--- src/rtl/rm_ctrl_pkg.sv ---
`default_nettype none
// ============================================================================
// Module   : rm_ctrl_pkg
// Brief    : Shared state encoding and parameter defaults for the cluster ctrl.
// Revision : 1.0
// ============================================================================
package rm_ctrl_pkg;

    localparam int c_SYM_W_DEF        = 8;
    localparam int c_NUM_LTL_DEF      = 11;
    localparam int c_FIFO_DEPTH_DEF   = 4;
    localparam int c_FLUSH_CYC_DEF    = 2;
    localparam int c_HALT_ON_VIOL_DEF = 1;

    typedef enum logic [1:0] {
        ST_IDLE  = 2'd0,
        ST_FLUSH = 2'd1,
        ST_RUN   = 2'd2,
        ST_HALT  = 2'd3
    } state_t;

endpackage
`default_nettype wire

--- src/rtl/rm_sym_fifo.sv ---
`default_nettype none
// ============================================================================
// Module   : rm_sym_fifo
// Brief    : Power-of-two symbol buffer with synchronous clear and head output.
// Revision : 1.0
// ============================================================================
module rm_sym_fifo #(
    parameter int WIDTH = 8,
    parameter int DEPTH = 4
) (
    input  logic             clk,
    input  logic             reset,
    input  logic             clr,
    input  logic             push,
    input  logic             pop,
    input  logic [WIDTH-1:0] din,
    output logic             full,
    output logic             empty,
    output logic [WIDTH-1:0] head
);

    localparam int c_AW = $clog2(DEPTH);

    logic [WIDTH-1:0] r_mem [DEPTH];
    logic [c_AW:0]    r_wr_ptr;
    logic [c_AW:0]    r_rd_ptr;
    logic             w_push;
    logic             w_pop;

    // Extra pointer MSB tells full from empty when the indices coincide.
    assign empty  = (r_wr_ptr == r_rd_ptr);
    assign full   = (r_wr_ptr[c_AW-1:0] == r_rd_ptr[c_AW-1:0]) &&
                    (r_wr_ptr[c_AW] != r_rd_ptr[c_AW]);
    assign w_push = push && !full && !clr;
    assign w_pop  = pop && !empty && !clr;
    assign head   = r_mem[r_rd_ptr[c_AW-1:0]];

    always_ff @(posedge clk or posedge reset) begin
        if (reset) begin
            r_wr_ptr <= '0;
            r_rd_ptr <= '0;
        end else if (clr) begin
            r_wr_ptr <= '0;
            r_rd_ptr <= '0;
        end else begin
            if (w_push) r_wr_ptr <= r_wr_ptr + 1'b1;
            if (w_pop)  r_rd_ptr <= r_rd_ptr + 1'b1;
        end
    end

    always_ff @(posedge clk) begin
        if (w_push) r_mem[r_wr_ptr[c_AW-1:0]] <= din;
    end

endmodule
`default_nettype wire

--- src/rtl/rm_cluster_ctrl.sv ---
`default_nettype none
// ============================================================================
// Module   : rm_cluster_ctrl
// Brief    : Feeds symbols to a runtime-monitor cluster and captures LTL
//            violations. Define RM_TIMESTAMP_EN to add the first_ts output.
// Revision : 1.0
// ============================================================================
module rm_cluster_ctrl
    import rm_ctrl_pkg::*;
#(
    parameter int SYM_W        = c_SYM_W_DEF,
    parameter int NUM_LTL      = c_NUM_LTL_DEF,
    parameter int FIFO_DEPTH   = c_FIFO_DEPTH_DEF,
    parameter int FLUSH_CYC    = c_FLUSH_CYC_DEF,
    parameter int HALT_ON_VIOL = c_HALT_ON_VIOL_DEF
) (
    input  logic                       clk,
    input  logic                       reset,
    input  logic                       sym_valid,
    input  logic [SYM_W-1:0]           sym_data,
    output logic                       sym_ready,
    input  logic                       start,
    input  logic                       stop,
    input  logic                       clear,
    output logic                       mon_run,
    output logic [SYM_W-1:0]           mon_symbols,
    output logic                       mon_reset,
    input  logic [NUM_LTL-1:0]         mon_viol,
    output logic [NUM_LTL-1:0]         viol_sticky,
    output logic                       viol_irq,
    output logic [$clog2(NUM_LTL)-1:0] first_id,
    output logic [15:0]                viol_count,
`ifdef RM_TIMESTAMP_EN
    output logic [31:0]                first_ts,
`endif
    output logic                       busy
);

    localparam int c_ID_W = $clog2(NUM_LTL);
    localparam int c_FC_W = (FLUSH_CYC > 1) ? $clog2(FLUSH_CYC) : 1;

    state_t             r_state;
    logic               r_run_after;
    logic [c_FC_W-1:0]  r_flush_cnt;
    logic               r_mon_run;
    logic               r_mon_reset;
    logic [SYM_W-1:0]   r_mon_symbols;
    logic [NUM_LTL-1:0] r_viol_sticky;
    logic               r_viol_irq;
    logic [c_ID_W-1:0]  r_first_id;
    logic [15:0]        r_viol_count;
    logic               w_full;
    logic               w_empty;
    logic               w_push;
    logic               w_pop;
    logic               w_hit;
    logic               w_halt_req;
    logic [SYM_W-1:0]   w_head;

    function automatic logic [c_ID_W-1:0] f_lowest_set(input logic [NUM_LTL-1:0] vec);
        f_lowest_set = '0;
        for (int i = NUM_LTL - 1; i >= 0; i--)
            if (vec[i]) f_lowest_set = c_ID_W'(i);
    endfunction

    assign w_hit      = ((r_state == ST_RUN) || (r_state == ST_HALT)) && (mon_viol != '0);
    assign w_halt_req = (HALT_ON_VIOL != 0) && (r_state == ST_RUN) && (mon_viol != '0);
    assign sym_ready  = !reset && !w_full && (r_state != ST_HALT);
    assign w_push     = sym_valid && sym_ready;
    // No issue on a cycle that is about to leave RUN, so mon_run never trails the state.
    assign w_pop      = (r_state == ST_RUN) && !w_empty && !clear && !stop && !w_halt_req;
    assign busy       = (r_state != ST_IDLE) || !w_empty;

    rm_sym_fifo #(
        .WIDTH (SYM_W),
        .DEPTH (FIFO_DEPTH)
    ) u_fifo (
        .clk   (clk),
        .reset (reset),
        .clr   (clear),
        .push  (w_push),
        .pop   (w_pop),
        .din   (sym_data),
        .full  (w_full),
        .empty (w_empty),
        .head  (w_head)
    );

    always_ff @(posedge clk or posedge reset) begin
        if (reset) begin
            r_state     <= ST_IDLE;
            r_run_after <= 1'b0;
            r_flush_cnt <= '0;
            r_mon_reset <= 1'b1;
        end else if (clear) begin
            r_state     <= ST_FLUSH;
            r_run_after <= 1'b0;
            r_flush_cnt <= c_FC_W'(FLUSH_CYC - 1);
            r_mon_reset <= 1'b1;
        end else begin
            case (r_state)
                ST_IDLE: begin
                    if (!stop && start) begin
                        r_state     <= ST_FLUSH;
                        r_run_after <= 1'b1;
                        r_flush_cnt <= c_FC_W'(FLUSH_CYC - 1);
                    end
                end
                ST_FLUSH: begin
                    if (r_flush_cnt == '0) begin
                        if (r_run_after) begin
                            r_state     <= ST_RUN;
                            r_mon_reset <= 1'b0;
                        end else begin
                            r_state <= ST_IDLE;
                        end
                    end else begin
                        r_flush_cnt <= r_flush_cnt - 1'b1;
                    end
                end
                ST_RUN: begin
                    if (stop) begin
                        r_state     <= ST_IDLE;
                        r_mon_reset <= 1'b1;
                    end else if (w_halt_req) begin
                        r_state <= ST_HALT;
                    end
                end
                ST_HALT: begin
                    if (stop) begin
                        r_state     <= ST_IDLE;
                        r_mon_reset <= 1'b1;
                    end
                end
                default: begin
                    r_state     <= ST_IDLE;
                    r_mon_reset <= 1'b1;
                end
            endcase
        end
    end

    always_ff @(posedge clk or posedge reset) begin
        if (reset) begin
            r_mon_run     <= 1'b0;
            r_mon_symbols <= '0;
        end else begin
            r_mon_run <= w_pop;
            if (w_pop) r_mon_symbols <= w_head;
        end
    end

    always_ff @(posedge clk or posedge reset) begin
        if (reset) begin
            r_viol_sticky <= '0;
            r_viol_irq    <= 1'b0;
            r_first_id    <= '0;
            r_viol_count  <= '0;
        end else if (clear) begin
            r_viol_sticky <= '0;
            r_viol_irq    <= 1'b0;
            r_first_id    <= '0;
            r_viol_count  <= '0;
        end else if (w_hit) begin
            r_viol_sticky <= r_viol_sticky | mon_viol;
            r_viol_irq    <= 1'b1;
            if (r_viol_sticky == '0)      r_first_id   <= f_lowest_set(mon_viol);
            if (r_viol_count != 16'hFFFF) r_viol_count <= r_viol_count + 1'b1;
        end
    end

`ifdef RM_TIMESTAMP_EN
    logic [31:0] r_issue_cnt;
    logic [31:0] r_first_ts;

    always_ff @(posedge clk or posedge reset) begin
        if (reset) begin
            r_issue_cnt <= '0;
            r_first_ts  <= '0;
        end else begin
            if (r_state == ST_FLUSH) r_issue_cnt <= '0;
            else if (w_pop)          r_issue_cnt <= r_issue_cnt + 1'b1;
            if (clear)                              r_first_ts <= '0;
            else if (w_hit && r_viol_sticky == '0)  r_first_ts <= r_issue_cnt;
        end
    end

    assign first_ts = r_first_ts;
`endif

    assign mon_run     = r_mon_run;
    assign mon_symbols = r_mon_symbols;
    assign mon_reset   = r_mon_reset;
    assign viol_sticky = r_viol_sticky;
    assign viol_irq    = r_viol_irq;
    assign first_id    = r_first_id;
    assign viol_count  = r_viol_count;

endmodule
`default_nettype wire

--- config.mk ---
export PLATFORM = sky130hd
export DESIGN_NAME = rm_cluster_ctrl
export DESIGN_NICKNAME = d
export VERILOG_FILES = /design/src/rtl/rm_ctrl_pkg.sv /design/src/rtl/rm_sym_fifo.sv /design/src/rtl/rm_cluster_ctrl.sv
export SDC_FILE = /design/constraint.sdc
export NUM_CORES = 1
export LEC_CHECK = 0
export ABC_CLOCK_PERIOD_IN_PS = 3300
export BUFFER_PORTS_ARGS = -buffer_cell sky130_fd_sc_hd__buf_2
export CAP_MARGIN = 20
export CORE_MARGIN = 2
export CORE_UTILIZATION = 62
export CTS_BUF_LIST = sky130_fd_sc_hd__clkbuf_8
export CTS_CLUSTER_DIAMETER = 30
export CTS_CLUSTER_SIZE = 20
export DETAILED_ROUTE_END_ITERATION = 10
export PLACE_DENSITY = 0.88
export SLEW_MARGIN = 15
export SYNTH_ARGS = -nofsm -noshare
export SYNTH_HDL_FRONTEND = slang
export SYNTH_SLANG_ARGS = --single-unit
--- constraint.sdc ---
create_clock -name clk -period 3.3 [get_ports clk]
set_input_delay 0.66 -clock clk [delete_from_list [all_inputs] [get_ports clk]]
set_output_delay 0.66 -clock clk [all_outputs]
set_load 0.1 [all_outputs]
### Yosys cells after proc, flatten, opt, wreduce, memory -nomap -nowiden

Memories as Yosys holds them, arrays and structs flattened. A register that Yosys moved wholly into a read port is not among the register bits.
Cells that the tools add are included.

| storage, ports and cells | value |
|---|---|
| memory bits (writable) | 32 |
| output and inout bits | 44 |
| bits of input ports | 25 |
| bits in registers | 44 |
| memories | 1 |

| operators by class | value |
|---|---|
| equality and inequality tests | 14 |
| reduce and logical (&&, ||, !) cells | 43 |
| muxes and demuxes | 46 |
| $add $sub $neg | 4 |
| bitwise operators | 1 |

Memory list:

| memory | words | width | rd ports | clocked after memory_dff | write ports | line | text |
|---|---|---|---|---|---|---|---|
| u_fifo.r_mem | 4 | 8 | 1 | 1 | 1 | rm_sym_fifo.sv:24 | `logic [WIDTH-1:0] r_mem [DEPTH];` |

Operator list:

| operator | count |
|---|---|
| 2-to-1 mux 4 bit | 14 |
| 2-to-1 mux 16 bit | 3 |
| 2-to-1 mux 11 bit | 2 |
| adder 16 x 1 -> 16 bit, second input constant | 1 |
| inequality test 16 bit, second input constant | 1 |
| nonzero test 2 bit | 8 |
| logical AND 1 bit | 15 |
| 2-to-1 mux 2 bit | 7 |
| 2-to-1 mux 1 bit | 13 |
| 2-to-1 mux 3 bit | 4 |
| inequality test 3 bit, second input constant | 4 |
| logical NOT 11 bit | 1 |
| bitwise OR 11 bit | 1 |
| nonzero test 11 bit | 1 |
| one-hot mux 2 bit (4 select lines) | 1 |
| AND reduction 2 bit | 4 |
| AND reduction 4 bit | 2 |
| adder 3 x 1 -> 3 bit, second input constant | 2 |
| logical NOT 1 bit | 6 |
| nonzero test 3 bit | 2 |
| equality test 2 bit, second input constant | 2 |
| inequality test 4 bit, second input constant | 1 |
| one-hot mux 1 bit (2 select lines) | 2 |
| equality test 3 bit | 1 |
| 9 further kinds | 10 |

### Longest topological paths before layout

Gate-level depths: netlist (run 1).

| depth | value |
|---|---|
| depth after elaboration | 14 |
| gate-level depth with buffers | 7 |
| gate-level depth less buffers | 6 |

### Cells and area by module

Synthesis (run 1) repeated with hierarchy kept, for this count alone.

| second synthesis, totals | value |
|---|---|
| cells, all modules | 327 |
| area, all modules | 4021.4 um2 |

Modules (own cells, without submodules):

| module | sequential area each (um2) | area each (um2) | cells an instance | times used |
|---|---|---|---|---|
| rm_cluster_ctrl | 1152.4 | 2303.5 | 220 | 1 |
| rm_sym_fifo | 1111.1 | 1717.9 | 107 | 1 |

### Worst setup path before layout (run 1)

Ideal clock, no wire load.

| path | value |
|---|---|
| path type | reg2reg |
| start | register u_fifo.r_rd_ptr[0] |
| end | memory u_fifo.r_mem[3][0] (enable) |
| data required time | 2968 ps |
| path buffers | 1 |
| cell stages (with the launch flop) | 7 |
| path slack | 581 ps |
| arrival time | 2388 ps |
| period minus slack after synthesis | 2719 ps |
| cells stage by stage | dfrtp_1 > buf_2 > xor2_1 > o31a_1 > nand2_1 > nor2_1 > and2_1 |

| on the way | value |
|---|---|
| word-level cells in the longest chain between the ends | 10 |

RTL lines:

| item | line | text |
|---|---|---|
| start: declaration | rm_sym_fifo.sv:26 | `logic [c_AW:0] r_rd_ptr;` |
| start signal: assignment | rm_sym_fifo.sv:47 | `if (w_pop) r_rd_ptr <= r_rd_ptr + 1'b1;` |
| equality test 2 bit | rm_sym_fifo.sv:32 | `assign full = (r_wr_ptr[c_AW-1:0] == r_rd_ptr[c_AW-1:0]) &&` |
| logical AND 1 bit | rm_sym_fifo.sv:32 |  |
| logical NOT 1 bit | rm_cluster_ctrl.sv:68 | `assign sym_ready = !reset && !w_full && (r_state != ST_HALT);` |
| logical AND 1 bit (2 in a row) | rm_cluster_ctrl.sv:68 |  |
| via sym_ready | rm_cluster_ctrl.sv:21 | `output logic sym_ready,` |
| logical AND 1 bit | rm_cluster_ctrl.sv:69 | `assign w_push = sym_valid && sym_ready;` |
| logical AND 1 bit (2 in a row) | rm_sym_fifo.sv:34 | `assign w_push = push && !full && !clr;` |
| 2-to-1 mux 1 bit | rm_sym_fifo.sv:52 | `if (w_push) r_mem[r_wr_ptr[c_AW-1:0]] <= din;` |
| 2-to-1 mux 1 bit (implied by the code) | rm_sym_fifo.sv:52 |  |
| end: declaration | rm_sym_fifo.sv:24 |  |

The timed path passes the listed nets, and every way through them passes these cells.

### Worst setup path in the final report (run 1)

| path | value |
|---|---|
| start | register u_fifo.r_rd_ptr[1] |
| end | output port busy |

| on the way | value |
|---|---|
| word-level cells in the longest chain between the ends | 3 |

RTL lines:

| item | line | text |
|---|---|---|
| equality test 3 bit | rm_sym_fifo.sv:31 | `assign empty = (r_wr_ptr == r_rd_ptr);` |
| logical NOT 1 bit | rm_cluster_ctrl.sv:72 | `assign busy = (r_state != ST_IDLE) \|\| !w_empty;` |
| logical OR 1 bit | rm_cluster_ctrl.sv:72 |  |
| end: declaration | rm_cluster_ctrl.sv:36 | `output logic busy` |

No other way between the ends.

==> results.toml, run 1 <==
[run_status]
outcome = "completed"

[synthesis]
synth_top_family_by_area = "simple AND/OR/NAND/NOR gates"
synth_area_leaders = "dfrtp_1, edfxtp_1, mux4_2"
ys_async_sr_fraction = 0.619
ys_seq_elements = 84
syn-instance-count = 302
yosysMostFrequentCell = "dfrtp_1"
synthAdderAreaFrac = 0.0199
synth_flop_cell = "dfrtp_1"
synth_cell_types = 54
synth_common_cells = "dfrtp_1, edfxtp_1, nor2_1"
synth-compound-area-share = 0.0972
synthMuxAreaShare = 0.0866
ys_seq_area_frac = 0.600
synth_edf_count = 32
synth_xor_area_frac = 0.0256
synth_area_mm2 = 0.00377
yosysTopAreaCell = "dfrtp_1"
synth_area_per_cell_um2 = 12.5
yosys.area_share.simple = 0.146
yosysWarnings = 0
synth_top_area_frac = 0.339
synth_nets = 333

[grt]
track_usage = 0.247
grt_pass1_wl_mm = 12.2
grt_max_degree = 53
grt_pass1_vias = 2593
antenna_found_initial = 0
overflow = 0

[sta]
relSlewSlack = 0.410
tightest_slew_ps = 884
clock_skew_ps = 9.45
max_freq_mhz = 385
setup_viol = 0
hold_viol = 0
tns_ps = 0
fin_crit_sh = 0.786
drv_slew = 0
rsz0062_at_grt = "false"
finalCriticalPeriod_ps = 2600

[die]
die_h_um = 82.0
die_area_mm2 = 0.00672
coreArea_mm2 = 0.00589
die_w_um = 82.0
io_pins = 69
num_rows = 28
initial_core_util = 0.641

[critical_path]
path_class = "reg2out"
start_kind = "flip-flop"
crit_required_ps = 2640
cp.arrival_ps = 1940
critPathMaxFanout = 11
end_kind = "primary output"

[clocking]
htree_levels = 3
tritoncts = "yes"
cts_buffers = 9
cts-resized-gates = 0
post_cts_buffers = 0
cts_buffer_depth = 2
clkTransAtPathRegs_ps = 80
clk_root_buffer_cell = "clkbuf_8"
cts_sinks = 84
cts_hold_buf = 0
clk_latency_ps = 360

[power_and_ir_drop]
leakagePower_uw = 0.00198
combPwrFrac = 0.062
p_int_uw = 1650
switchingPower_uw = 463
seq_power_share = 0.524
irDropWorstVdd_mv = 0.283
p_sw_frac = 0.219
power.total_uw = 2110
clockPowerShare = 0.414
powerDensity_mw_per_mm2 = 478

[route]
vias = 2697
dr.first_iter.drc_count = 172
drt-wirelength-per-cell_um = 17.0
drcViolationCount = 0
antenna_left = 0
totalWireLength_mm = 7.69
dr.pass1.iters = 4
vias_per_cell = 5.95

[finish]
syn_to_final_growth_pct = 17.1
drive_gt1_frac = 0.294
design_area_mm2 = 0.00441
final_nets = 404
nFillCells = 379
antenna_cells = 0
post-route-util = 0.750
layout.cells.non_filler = 453

[min_path]
min_path_type = "in2async"

[place]
hpwlAfterDp_mm = 5.32
numPortBuffers = 68
placed_area_mm2 = 0.00417
dpl.cell_count = 437
gp_congestion = 0.757

[run]
cap_violations = 0
[worst paths after layout]
kind,start,end,slack (ps),cells after the start
max,u_fifo.r_rd_ptr[1]$_DFFE_PP0P_,busy,700,4
min,reset,u_fifo.r_wr_ptr[1]$_DFFE_PP0P_,470,2
max reg2reg,r_state[1]$_DFFE_PP0P_,first_id[2]$_DFFE_PP0P_,960,5
min reg2reg,mon_symbols[2]$_DFFE_PP0P_,mon_symbols[2]$_DFFE_PP0P_,500,1
max in group asynchronous,reset,mon_symbols[7]$_DFFE_PP0P_,2300,2
min in group clk,mon_symbols[2]$_DFFE_PP0P_,mon_symbols[2]$_DFFE_PP0P_,500,1
[registers in the layout, summed over array words and instances (netlist names)]
signal / flops
r_state: 2
mon_run: 1
r_run_after: 1
mon_reset: 1
mon_symbols: 8
u_fifo.r_rd_ptr: 3
r_flush_cnt: 1
first_id: 4
viol_sticky: 11
viol_irq: 1
viol_count: 16
u_fifo.r_wr_ptr: 3
u_fifo.r_mem: 32
[worst max-delay path, cell delays in order (launching register included)]
cell and delay, ps:
dfrtp_1 670, xor2_1 160, nor3b_1 340, nand2_1 110, buf_2 300
[cells by family (layout without fill, tap and decap cells)]
family / after synthesis / in the layout
AND/OR/NAND/NOR: 102 / 102
flip-flops: 84 / 84
AO/OA/AOI/OAI: 57 / 57
multiplexers: 21 / 21
buffers and inverters: 21 / 97
XOR/XNOR: 11 / 11
adder cells (fa/ha/maj): 6 / 6
[power by group through the flow]
stage,Combinational (µW),Clock (µW),Sequential (µW)
floorplan,69.4,0,1140
global placement,126,0,1130
detailed placement,131,0,1130
CTS,132,877,1110
global route,144,913,1110
finish,131,874,1110
[cell type report]
type,count,area (µm²),area share
inverter,10,38.8,0.00879
sequential,84,2260,0.513
multi-input combinational,197,1420,0.321
clock inverter,6,103,0.0232
tap,75,93.8,0.0213
clock buffer,10,138,0.0312
timing repair buffer,71,363,0.0822
[metal layers]
| layer | wire (µm) | track usage |
|---|---|---|
| met5 | 0 | 0 |
| met4 | 176 | 0.140 |
| met3 | 529 | 0.0516 |
| met2 | 3670 | 0.384 |
| met1 | 3310 | 0.324 |
[through the flow]
step	worst slack (ps)	hold WS, ps
floorplan	581	463
global placement	801	474
detailed placement	679	492
CTS	708	504
global route	576	519
finish	705	475
[cells in the final DEF (no fill, tap or decap), types with 5 or more instances in the layout]
| cell type | instances |
|---|---|
| ha_1 | 6 |
| nand4_1 | 5 |
| clkbuf_8 | 10 |
| inv_1 | 10 |
| or3_1 | 6 |
| o21ai_0 | 10 |
| a21oi_1 | 25 |
| xnor2_1 | 6 |
| xor2_1 | 5 |
| nor3_1 | 5 |
| edfxtp_1 | 32 |
| mux4_2 | 8 |
| nor2_1 | 32 |
| dfrtp_1 | 51 |
| and2_1 | 5 |
| nor2b_1 | 6 |
| nand2_1 | 13 |
| buf_2 | 68 |
| mux2_1 | 6 |
Power figures use the tool's default switching activity.
==> inputs of run 2 (changes only) <==
--- a/config.mk
+++ b/config.mk
@@ -5,16 +5,16 @@
 export SDC_FILE = /design/constraint.sdc
 export NUM_CORES = 1
 export LEC_CHECK = 0
-export ABC_CLOCK_PERIOD_IN_PS = 3300
+export ABC_CLOCK_PERIOD_IN_PS = 2340
 export BUFFER_PORTS_ARGS = -buffer_cell sky130_fd_sc_hd__buf_2
 export CAP_MARGIN = 20
 export CORE_MARGIN = 2
-export CORE_UTILIZATION = 62
+export CORE_UTILIZATION = 52
 export CTS_BUF_LIST = sky130_fd_sc_hd__clkbuf_8
 export CTS_CLUSTER_DIAMETER = 30
 export CTS_CLUSTER_SIZE = 20
 export DETAILED_ROUTE_END_ITERATION = 10
-export PLACE_DENSITY = 0.88
+export PLACE_DENSITY = 0.78
 export SLEW_MARGIN = 15
 export SYNTH_ARGS = -nofsm -noshare
 export SYNTH_HDL_FRONTEND = slang
==> constraint.sdc (replaced) <==
create_clock -name clk -period 2.34 [get_ports clk]
set_input_delay 0.468 -clock clk [delete_from_list [all_inputs] [get_ports clk]]
set_output_delay 0.468 -clock clk [all_outputs]
set_load 0.1 [all_outputs]
==> run 2 against run 1 <==
  * Sequential share of layout area shrank 0.54 points
  * Critical endpoint unchanged
  * Combinational power grew 51%
  * Cell area grew 1.5%
  * Critical path depth is the same
  * Critical path type unchanged
  * Via count shrank 0.70%
  * Clock-buffer cell count is the same
  * Global-route usage shrank 4.1 points
  * Setup slack lost 530 ps
==> results.toml, run 2 (same netlist as run 1, synthesis figures left out) <==
[sta]
fin_ws_ps = 175
finalCriticalPeriod_ps = 2170
tightest_slew_ps = 655
drv_slew = 0
timing.hold.ws_ps = 158
clock_skew_ps = 9.75
tns_ps = 0
rsz0062_at_grt = "false"
fin_crit_sh = 0.925
setup_viol = 0
hold_viol = 0
relSlewSlack = 0.560
max_freq_mhz = 462

[power_and_ir_drop]
powerDensity_mw_per_mm2 = 593
leakagePower_uw = 0.00199
irDropWorstVdd_mv = 0.343

[die]
die_h_um = 89.1
io_pins = 69
die_w_um = 89.1
initial_core_util = 0.528
coreArea_mm2 = 0.00714
die_area_mm2 = 0.00795
num_rows = 31

[route]
vias_per_cell = 5.51
vias = 2678
antenna_left = 0
drt-wirelength-per-cell_um = 16.1
totalWireLength_mm = 7.82
dr.first_iter.drc_count = 179
met3_wirelength_um = 381
top_layer_used = "met4"
wl_met2_mm = 3.79
wl_met1_mm = 3.54
drcViolationCount = 0
dr.pass1.iters = 4

[grt]
grt_pass1_vias = 2432
antenna_found_initial = 0
track_usage = 0.206
overflow = 0
grt_pass1_wl_mm = 12.3
grt_max_degree = 31

[finish]
syn_to_final_growth_pct = 18.9
largest_reg_flops = 32
nFillCells = 602
drive_gt1_frac = 0.333
antenna_cells = 0
layout_common_cells = "buf_2, dfrtp_1, nor2_1, edfxtp_1, a21oi_1"
layout_commonest_cell = "buf_2"
final_nets = 413

[clocking]
clk_root_buffer_cell = "clkbuf_8"
tritoncts = "yes"
clk_latency_ps = 350
post_cts_buffers = 0
cts_hold_buf = 0
cts_buffer_depth = 2
cts_sinks = 84
cts_buffers = 9
clkTransAtPathRegs_ps = 80
htree_levels = 3
cts-resized-gates = 0

[run_status]
outcome = "completed"

[critical_path]
crit_required_ps = 1870
start_kind = "flip-flop"
path_class = "reg2out"
cp.arrival_ps = 1700
end_kind = "primary output"
critPathMaxFanout = 3

[place]
place_worst_setup_slack_ps = 336
gp_congestion = 0.805
numPortBuffers = 68
hpwlAfterDp_mm = 5.59

[min_path]
min_path_type = "in2async"

[run]
cap_violations = 0
[run 2: cell types whose count changed in the layout (fill, tap and decap cells not counted), moves of 2 or more]
cell	change
buf_4	+8
buf_12	+2
dfrtp_2	+8
dfrtp_1	-8
bufinv_16	-3
[run 2: final timing paths]
kind	slack (ps)	end	cells after the start	from
max	170	busy	4	u_fifo.r_rd_ptr[2]$_DFFE_PP0P_
min	160	viol_sticky[10]$_DFFE_PP0P_	2	reset
max reg2reg	340	viol_count[0]$_DFFE_PP0P_	6	viol_count[0]$_DFFE_PP0P_
min reg2reg	490	mon_symbols[1]$_DFFE_PP0P_	1	mon_symbols[1]$_DFFE_PP0P_
max in group asynchronous	1570	mon_reset$_DFFE_PP1P_	3	reset
min in group clk	340	u_fifo.r_mem[0][6]$_DFFE_PP_	1	sym_data[6]
[run 2: final cells by class]
type / count / area [µm²] / area share
Inverter: 10 / 37.5 / 0.00838
Clock inverter: 6 / 33.8 / 0.00754
Tap cell: 99 / 124 / 0.0276
Timing Repair Buffer: 80 / 458 / 0.102
Clock buffer: 10 / 138 / 0.0307
Multi-Input combinational cell: 197 / 1420 / 0.316
Sequential cell: 84 / 2270 / 0.507
[run 2: power by group]
part	leakage, µW	internal, µW	switching [µW]
logic	0.000904	60.1	138
clock network	0.0000946	405	496
registers	0.000991	1550	12.7
[run 2: metal layers]
| metal | up-vias | GRT usage |
|---|---|---|
| met5 | - | 0 |
| met4 | 0 | 0.0611 |
| met3 | 10 | 0.0489 |
| met2 | 81 | 0.314 |
| met1 | 1318 | 0.297 |
| li1 | 1269 | - |
[run 2: worst max-delay path, cell delays in order, from the launching register on]
cell	delay, ps
dfrtp_1	430
xnor2_1	210
nor3b_1	320
nand2_1	90
buf_2	300
[run 2: per-stage QoR]
step                total power (µW)  utilization  instance area [µm²]  instances
finish                          2660        0.628                 4480        486
global placement                1780        0.604                 4310        470
global route                    2760        0.628                 4480        486
floorplan                       1710            -                 3780        302
detailed placement              1790        0.604                 4310        470
CTS                             2680        0.628                 4480        486
